File: src/rtl/m10k_stream_reader.sv
// Burst reader for the M10K wrapper: issues credit-limited word reads and returns them as a valid/ready stream.
// Optional `M10K_STREAM_LAST_EN adds out_last_o, a per-entry tag marking the final word of a burst.
module m10k_stream_reader #(
  parameter int READ_LATENCY = 1,
  parameter int FIFO_DEPTH   = 4
) (
  input  logic        clock_i,
  input  logic        reset_i,
  input  logic        start_i,
  input  logic [7:0]  base_addr_i,
  input  logic [8:0]  length_i,
  output logic        busy_o,
  output logic        done_o,
  output logic        mem_read_o,
  output logic [7:0]  mem_address_o,
  input  logic [31:0] mem_readdata_i,
  output logic [31:0] out_data_o,
  output logic        out_valid_o,
`ifdef M10K_STREAM_LAST_EN
  output logic        out_last_o,
`endif
  input  logic        out_ready_i
);

  localparam int PW = (FIFO_DEPTH > 1) ? $clog2(FIFO_DEPTH) : 1;
  localparam int CW = $clog2(FIFO_DEPTH + 1);

  // IDLE: waiting for start | ISSUE: reads issued as credit allows | DRAIN: all reads issued, emptying
  typedef enum logic [1:0] {IDLE, ISSUE, DRAIN} state_t;

  state_t                  state_q;
  logic [7:0]              addr_q;
  logic [8:0]              remaining_q;
  logic                    busy_q, done_q, mem_read_q;
  logic [7:0]              mem_address_q;
  logic [READ_LATENCY-1:0] pipe_q;
  logic [31:0]             fifo_data_q [FIFO_DEPTH];
  logic [PW-1:0]           wr_ptr_q, rd_ptr_q;
  logic [CW-1:0]           count_q;
  logic                    push, pop, credit;
  int                      used;
`ifdef M10K_STREAM_LAST_EN
  logic                    mem_last_q;
  logic [READ_LATENCY-1:0] last_pipe_q;
  logic                    fifo_last_q [FIFO_DEPTH];
`endif

  assign push          = pipe_q[READ_LATENCY-1];
  assign out_valid_o   = (count_q != '0);
  assign pop           = out_valid_o && out_ready_i;
  assign out_data_o    = fifo_data_q[rd_ptr_q];
  assign busy_o        = busy_q;
  assign done_o        = done_q;
  assign mem_read_o    = mem_read_q;
  assign mem_address_o = mem_address_q;
`ifdef M10K_STREAM_LAST_EN
  assign out_last_o    = out_valid_o && fifo_last_q[rd_ptr_q];
`endif

  // Reads are registered, so the decision counts the read on the bus this cycle as already in flight.
  always_comb begin
    used = int'(count_q) - (pop ? 1 : 0) + (mem_read_q ? 1 : 0);
    for (int i = 0; i < READ_LATENCY; i++) begin
      used = used + (pipe_q[i] ? 1 : 0);
    end
    credit = (used < FIFO_DEPTH);
  end

  always_ff @(posedge clock_i) begin
    if (reset_i) begin
      state_q       <= IDLE;
      addr_q        <= '0;
      remaining_q   <= '0;
      busy_q        <= 1'b0;
      done_q        <= 1'b0;
      mem_read_q    <= 1'b0;
      mem_address_q <= '0;
      pipe_q        <= '0;
`ifdef M10K_STREAM_LAST_EN
      mem_last_q    <= 1'b0;
      last_pipe_q   <= '0;
`endif
    end else begin
      done_q     <= 1'b0;
      mem_read_q <= 1'b0;
      pipe_q[0]  <= mem_read_q;
      for (int i = 1; i < READ_LATENCY; i++) pipe_q[i] <= pipe_q[i-1];
`ifdef M10K_STREAM_LAST_EN
      mem_last_q     <= 1'b0;
      last_pipe_q[0] <= mem_read_q && mem_last_q;
      for (int i = 1; i < READ_LATENCY; i++) last_pipe_q[i] <= last_pipe_q[i-1];
`endif
      case (state_q)
        IDLE: begin
          if (start_i) begin
            if (length_i == 9'd0) begin
              done_q <= 1'b1;
            end else begin
              mem_read_q    <= 1'b1;
              mem_address_q <= base_addr_i;
              addr_q        <= base_addr_i + 8'd1;
              remaining_q   <= length_i - 9'd1;
              busy_q        <= 1'b1;
              state_q       <= (length_i == 9'd1) ? DRAIN : ISSUE;
`ifdef M10K_STREAM_LAST_EN
              mem_last_q    <= (length_i == 9'd1);
`endif
            end
          end
        end
        ISSUE: begin
          if (credit) begin
            mem_read_q    <= 1'b1;
            mem_address_q <= addr_q;
            addr_q        <= addr_q + 8'd1;
            remaining_q   <= remaining_q - 9'd1;
            if (remaining_q == 9'd1) state_q <= DRAIN;
`ifdef M10K_STREAM_LAST_EN
            mem_last_q    <= (remaining_q == 9'd1);
`endif
          end
        end
        DRAIN: begin
          if (!mem_read_q && (pipe_q == '0) && (count_q == CW'(1)) && pop) begin
            done_q  <= 1'b1;
            busy_q  <= 1'b0;
            state_q <= IDLE;
          end
        end
        default: state_q <= IDLE;
      endcase
    end
  end

  always_ff @(posedge clock_i) begin
    if (reset_i) begin
      wr_ptr_q <= '0;
      rd_ptr_q <= '0;
      count_q  <= '0;
      for (int i = 0; i < FIFO_DEPTH; i++) begin
        fifo_data_q[i] <= '0;
`ifdef M10K_STREAM_LAST_EN
        fifo_last_q[i] <= 1'b0;
`endif
      end
    end else begin
      if (push) begin
        fifo_data_q[wr_ptr_q] <= mem_readdata_i;
`ifdef M10K_STREAM_LAST_EN
        fifo_last_q[wr_ptr_q] <= last_pipe_q[READ_LATENCY-1];
`endif
        wr_ptr_q <= wr_ptr_q + PW'(1);
      end
      if (pop) rd_ptr_q <= rd_ptr_q + PW'(1);
      case ({push, pop})
        2'b10:   count_q <= count_q + CW'(1);
        2'b01:   count_q <= count_q - CW'(1);
        default: count_q <= count_q;
      endcase
    end
  end

  a_no_overflow: assert property (@(posedge clock_i) disable iff (reset_i)
    !(push && !pop && (count_q == CW'(FIFO_DEPTH))));

endmodule
File: config.mk
export PLATFORM = sky130hd
export DESIGN_NAME = m10k_stream_reader
export DESIGN_NICKNAME = d
export VERILOG_FILES = /design/src/rtl/m10k_stream_reader.sv
export SDC_FILE = /design/constraint.sdc
export NUM_CORES = 1
export LEC_CHECK = 0
export BUFFER_PORTS_ARGS = -buffer_cell sky130_fd_sc_hd__buf_4
export CORE_MARGIN = 3
export CORE_UTILIZATION = 43
export CTS_CLUSTER_DIAMETER = 40
export CTS_CLUSTER_SIZE = 24
export DETAILED_ROUTE_END_ITERATION = 7
export GPL_TIMING_DRIVEN = 1
export MAX_ROUTING_LAYER = met4
export SLEW_MARGIN = 30
export SYNTH_ARGS = -nofsm -noshare
export SYNTH_HDL_FRONTEND = slang
export SYNTH_SLANG_ARGS = --single-unit
File: constraint.sdc
create_clock -name clock_i -period 2.67 [get_ports clock_i]
set_input_delay 0.1335 -clock clock_i [delete_from_list [all_inputs] [get_ports clock_i]]
set_output_delay 0.1335 -clock clock_i [all_outputs]
set_load 0.05 [all_outputs]
**After elaboration in Yosys (flattened, before gate mapping)**

Memories as Yosys holds them, arrays and structs flattened. A register that Yosys moved wholly into a read port is not among the register bits.
Cells that the tools add are included.

- Add/subtract/negate cells: 11
- $lt $le $gt $ge: 1
- Eq/ne operators: 12
- Muxes and demuxes: 45
- Bitwise gates (word level): 1
- Reductions and logical operators: 15

Operators with widths:

| operator | count |
|---|---|
| 2-to-1 mux 8 bit | 6 |
| 2-to-1 mux 32 bit | 1 |
| one-hot mux 8 bit (2 select lines) | 2 |
| OR reduction 32 bit | 1 |
| 2-to-1 mux 9 bit | 3 |
| == test 9 x 1 -> 1 bit (second input constant) | 2 |
| 2-to-1 mux 1 bit | 18 |
| 2-to-1 mux 2 bit | 9 |
| one-hot mux 9 bit (2 select lines) | 1 |
| subtractor 9 x 1 -> 9 bit (second input constant) | 2 |
| adder 8 x 1 -> 8 bit (second input constant) | 2 |
| != test 2 bit (second input constant) | 5 |
| zero test 9 bit | 1 |
| AND reduction 4 bit | 2 |
| adder 5 x 2 -> 6 bit | 1 |
| less-than comparator 6 x 4 -> 1 bit (second input constant) | 1 |
| one-hot mux 1 bit (2 select lines) | 3 |
| one-hot mux 2 bit (3 select lines) | 1 |
| one-hot mux 3 bit (2 select lines) | 1 |
| nonzero test 2 bit | 3 |
| adder 4 x 2 -> 5 bit | 1 |
| AND reduction 5 bit | 1 |
| adder 2 x 1 -> 2 bit (second input constant) | 2 |
| == test 2 x 1 -> 1 bit (second input constant) | 2 |
| other kinds (10) | 14 |

- Register bits: 38
- Bits in writable memories: 128
- Bits of input ports: 53
- Output and inout port bits: 44
- Logic and storage cells: 97
- Memories kept: 1

Memory list:

| name | depth | bits a word | read ports | clocked after memory_dff | wr ports | line | text |
|---|---|---|---|---|---|---|---|
| fifo_data_q | 4 | 32 | 1 | 1 | 4 | 37 | `logic [31:0] fifo_data_q [FIFO_DEPTH];` |

**Depth between registers and ports, before layout**

- Word-level depth: 9
- Depth in mapped cells: 12
- Mapped depth without buffers: 11

**Least setup slack after synthesis**

Ideal clock, no wire load.

- Path type: register -> register
- Start point: register count_q[1]
- End point: register remaining_q[6]
- Library setup time: 95 ps
- Arrival time: 2,915 ps
- Data required time: 2,575 ps
- Setup slack: -340 ps
- Cell stages (with the launch flop): 13
- Buffers on the path: 1
- Period minus slack after synthesis: 3,010 ps
- Cells stage by stage: dfxtp_1 > inv_1 > ha_1 > nand2b_1 > and2_1 > ha_1 > ha_1 > or2_2 > o211ai_1 > a22o_1 > clkbuf_1 > o21ai_1 > a221oi_1

- Word-level cells in the longest chain between the ends: 9

RTL lines:

| item | line | text |
|---|---|---|
| from (decl) | 39 | `logic [CW-1:0] count_q;` |
| from (signal assigned) | 156 | `2'b10: count_q <= count_q + CW'(1);` |
| from (signal assigned) | 157 | `2'b01: count_q <= count_q - CW'(1);` |
| from (signal assigned) | 158 | `default: count_q <= count_q;` |
| nonzero test 3 bit | 49 | `assign out_valid_o = (count_q != '0);` |
| named net out_valid_o | 18 | `output logic out_valid_o,` |
| logical AND 1 bit | 50 | `assign pop = out_valid_o && out_ready_i;` |
| 2-to-1 mux 1 bit | 62 | `used = int'(count_q) - (pop ? 1 : 0) + (mem_read_q ? 1 : 0);` |
| subtractor 3 x 1 -> 4 bit | 62 |  |
| adder 4 x 2 -> 5 bit | 62 |  |
| adder 5 x 2 -> 6 bit | 64 | `used = used + (pipe_q[i] ? 1 : 0);` |
| less-than comparator 6 x 4 -> 1 bit | 66 | `credit = (used < FIFO_DEPTH);` |
| != test 2 bit (no source line) | - |  |
| AND reduction 4 bit (no source line) | - |  |
| to (signal assigned) | 102 | `remaining_q <= length_i - 9'd1;` |
| to (signal assigned) | 116 | `remaining_q <= remaining_q - 9'd1;` |
| to (decl) | 33 | `logic [8:0] remaining_q;` |

The timed path passes the listed nets, and every way through them passes these cells.
A chain may end at the register's enable or synchronous reset.

**Worst setup path after layout**

- Start point: register count_q[0]
- End point: register remaining_q[7]

- Word-level cells in the longest chain between the ends: 9

RTL lines:

| item | line |
|---|---|
| nonzero test 3 bit | 49 |
| logical AND 1 bit | 50 |
| 2-to-1 mux 1 bit | 62 |
| subtractor 3 x 1 -> 4 bit (*) | 62 |
| adder 4 x 2 -> 5 bit (*) | 62 |
| adder 5 x 2 -> 6 bit (*) | 64 |
| less-than comparator 6 x 4 -> 1 bit (*) | 66 |
| != test 2 bit (no source line) (*) | - |
| AND reduction 4 bit (no source line) (*) | - |

Mark *: on every way between the ends. The rest lies on a longest branch, timed or not.

==> out/qor.csv <==
stage,metric,value,unit
critical_path,reg-to-reg endpoint,remaining_q[7]$_SDFFE_PP0P_,
clock_network,Max Root-Sink Buffers,2,
critical_path,"Cell Chain, Critical Path","inv_2, ha_4, nand2b_4, and2_4, ha_2, ha_2, or2_4, o211ai_1, a22oi_2, buf_4, a221o_1, a21oi_2",
die,die height,143,um
synth,Post-synth EDFFs,128,
routing,routed metal-1 wirelength,8.55,mm
synth,dominant synthesized flop cell,edfxtp_1,
timing,Fmax,396,MHz
timing,final period utilization,94.5,%
routing,routed wire length,19.5,mm
timing,Worst-Margin Slew,705,ps
routing,Pre-antenna DRT Iters,5,
finish,share of cells above drive strength 1,28.5,%
timing,Fin Clk Skew,6.54,ps
power_and_ir_drop,total chip power,8.68,mW
routing,# DRC,0,
clock_network,CTS tree,yes,
critical_path,WS Path Type,reg2reg,
critical_path,critical path startpoint category,flip-flop,
die,die width,143,um
power_and_ir_drop,PD cells,854,mW/mm^2
synth,Netlist Area Pre-Place,0.00804,mm^2
critical_path,peak fanout along the critical path,5,
worst_hold_path,hold path cells,2,
placement,IO buf count,96,
critical_path,R2R setup slack,150,ps
routing,drt initial violations,389,
die,die area,0.0204,mm^2
routing,Routed WL per cell,19.3,um
critical_path,crit path capture type,flip-flop,
finish,Final Util,56.0,%
finish,Layout Nets,836,
die,Site Rows,49,
synth,Mapped Cells,633,
synth,Unique masters post-synth,64,
die,io pins,97,
synth,Synth Warn #,0,
timing,Max-slew headroom,52.6,%
critical_path,WP data required,3040,ps
routing,met2 WL,9.63,mm
routing,Detail Route Antenna Nets,0,
synth,post-synthesis sequential area ratio,57.7,%
routing,Vias,5639,
worst_hold_path,worst hold path startpoint,mem_readdata_i[8],
global_route,Overflow after GRT,0,
power_and_ir_drop,total leakage power,4.02,nW
critical_path,Reg2Reg Depth,12,
finish,Layout area overhead,26.4,%
critical_path,FF-to-FF Start,count_q[0]$_SDFFE_PP0P_,
synth,syn nets,700,
clock_network,"CTS clk-pin slew, worst paths",70,ps
global_route,Tot GR Track Use,20.3,%
flow_run,Max-Cap Viols,0,
clock_network,CTS Sinks,168,
global_route,pin count of the biggest net entering global routing,40,
finish,Layout fillers,1494,
timing,minimum clock period,2520,ps
routing,Top Metal Used,met4,
placement,gpl congestion,0.827,
timing,"Setup violations, final",0,
timing,max-slew violations,0,
critical_path,Crit path largest cell delay,330,ps
global_route,initial antenna violation count,0,
synth,Synth async-reset ratio,0,%
clock_network,CTS buffer count,17,
global_route,global-route wire length before repair,30.9,mm
placement,Placed Instances,946,
global_route,vias in the first global route,5714,
worst_hold_path,HP Class,in2reg,
critical_path,CP dominant cell by count,ha_2,
finish,# diodes,0,
finish,Non-Filler Instances,1009,
clock_network,worst skew pair latency,430,ps
routing,vias per cell,5.59,
synth,Synth Area per Inst,12.7,um^2
clock_network,H-tree levels,4,
critical_path,"Slowest-stage cell, CP",dfxtp_2,
clock_network,clk root buf,clkbuf_16,
power_and_ir_drop,worst vdd ir,0.000467,V
critical_path,critical path arrival,2890,ps
placement,HPWL Detailed,12.0,mm
routing,met3 WL post-DR,1.08,mm
timing,Setup TNS Final,0,ps
worst_hold_path,Worst Hold End,fifo_data_q[0][8]$_SDFFCE_PN0P_,
run_status,status,completed,
timing,final hold violation count,0,
die,core area,0.0181,mm^2
die,Starting Density,44.3,%
synth,#FFs+latches synth,168,
## layer usage
| metal | vias up | GRT usage, % |
|---|---|---|
| met5 | - | - |
| met4 | 0 | 6.20 |
| met3 | 27 | 3.55 |
| met2 | 191 | 32.7 |
| met1 | 2769 | 26.4 |
| li1 | 2652 | - |
## area by class of cell
| class | count | area, um^2 | share of cell area (%) |
|---|---|---|---|
| clock buffer | 17 | 425 | 4.19 |
| inverter | 14 | 52.6 | 0.517 |
| sequential | 168 | 4650 | 45.7 |
| timing repair buffer | 160 | 1380 | 13.6 |
| tap | 229 | 287 | 2.82 |
| multi-input combinational | 408 | 3240 | 31.8 |
| clock inverter | 13 | 133 | 1.30 |
## critical path, delay by kind of cell, from the launching register on
kind / cells / cell delay, ps
adders and majority gates: 3 / 500
DFF: 1 / 330
AOI/OAI and AO/OA: 4 / 930
buffers and inverters: 2 / 240
and+or+nand+nor: 3 / 460
## synthesized netlist by cell type (10+ instances only)
| master | n | area share [%] |
|---|---|---|
| nor3_1 | 17 | 1.1 |
| and2_1 | 97 | 7.5 |
| clkbuf_1 | 31 | 1.4 |
| a21oi_1 | 18 | 1.1 |
| nand2_1 | 32 | 1.5 |
| inv_1 | 14 | 0.65 |
| a31oi_1 | 13 | 1.0 |
| ha_1 | 14 | 2.2 |
| and3_1 | 34 | 2.6 |
| edfxtp_1 | 128 | 48 |
| nand3_1 | 10 | 0.62 |
| dfxtp_1 | 40 | 10 |
| nor2_1 | 21 | 0.98 |
| mux4_2 | 32 | 9.0 |
## flip-flops by register name (all words and copies together) (netlist names), named ones only
signal         flops
busy_o             1
count_q            3
state_q            2
mem_read_o         1
addr_q             8
pipe_q             1
rd_ptr_q           2
wr_ptr_q           2
fifo_data_q      128
mem_address_o      8
done_o             1
remaining_q        9
## power breakdown
part	switching [mW]	internal (mW)	total, mW
sequential	0.157	3.07	3.23
clock	1.01	1.36	2.37
combinational	1.84	1.24	3.08
total	3.01	5.67	8.68
## cells in the final DEF (no fill, tap or decap), types with 4 or more instances in the layout
cell type	synthesis	final
edfxtp_1	128	128
buf_4	1	123
and2_1	97	96
dfxtp_1	40	37
and3_1	34	34
mux4_2	32	32
nand2_1	32	31
dlygate4sd3_1	0	29
nor2_1	21	21
a21oi_1	18	17
clkbuf_16	0	17
nor3_1	17	16
a31oi_1	13	13
inv_1	14	12
ha_1	14	11
nand3_1	10	10
o21ai_0	9	9
mux2i_1	7	7
buf_12	0	7
xor2_1	6	6
o31ai_1	6	6
nand2b_1	6	5
o22ai_1	5	5
xnor2_1	5	5
or3_1	4	4
a311oi_1	4	4
clkinv_2	0	4
## cell families after synthesis
group	synth area share, %
AOI/OAI and AO/OA	8.23
xor gates and xnor gates	1.20
adders and majority gates	2.18
buffers and inverters	2.85
DFF	57.7
muxes	10.3
and+or+nand+nor	17.5
## timing repair
| action | in CTS | in global routing |
|---|---|---|
| endpoints found under the setup margin | 16 | 18 |
| hold buffers | 29 | 0 |
| cloned | 1 | 0 |
| setup buffers | 0 | 3 |
| pin swaps | 3 | 5 |
| gates resized for setup | 5 | 9 |
| endpoints found under the hold margin | 64 | 0 |
## metrics by stage
step	area (um^2)	hold WS (ps)	worst slack (ps)
after floorplan	8050	269	6.70
after global placement	9220	416	-82.6
after detailed placement	9220	431	-308
after CTS	10100	1.53	10.9
after global routing	10200	3.62	-13.6
final	10200	12.4	146
## how the worst max path moves through the flow
stage                                       start                       endpoint  slack [ps]  cells past startpoint
final                     count_q[0]$_SDFFE_PP0P_    remaining_q[7]$_SDFFE_PP0P_         150                     12
after global routing      count_q[1]$_SDFFE_PP0P_    remaining_q[6]$_SDFFE_PP0P_         -10                     11
after CTS                 count_q[1]$_SDFFE_PP0P_  mem_address_o[0]$_SDFFE_PP0P_          10                     12
after detailed placement  count_q[0]$_SDFFE_PP0P_  mem_address_o[4]$_SDFFE_PP0P_        -310                     11
after global placement    count_q[0]$_SDFFE_PP0P_    remaining_q[6]$_SDFFE_PP0P_         -80                     11
after floorplan           count_q[1]$_SDFFE_PP0P_         addr_q[6]$_SDFFE_PP0P_           7                     11
Note: power is estimated with default switching activity, not from simulation.
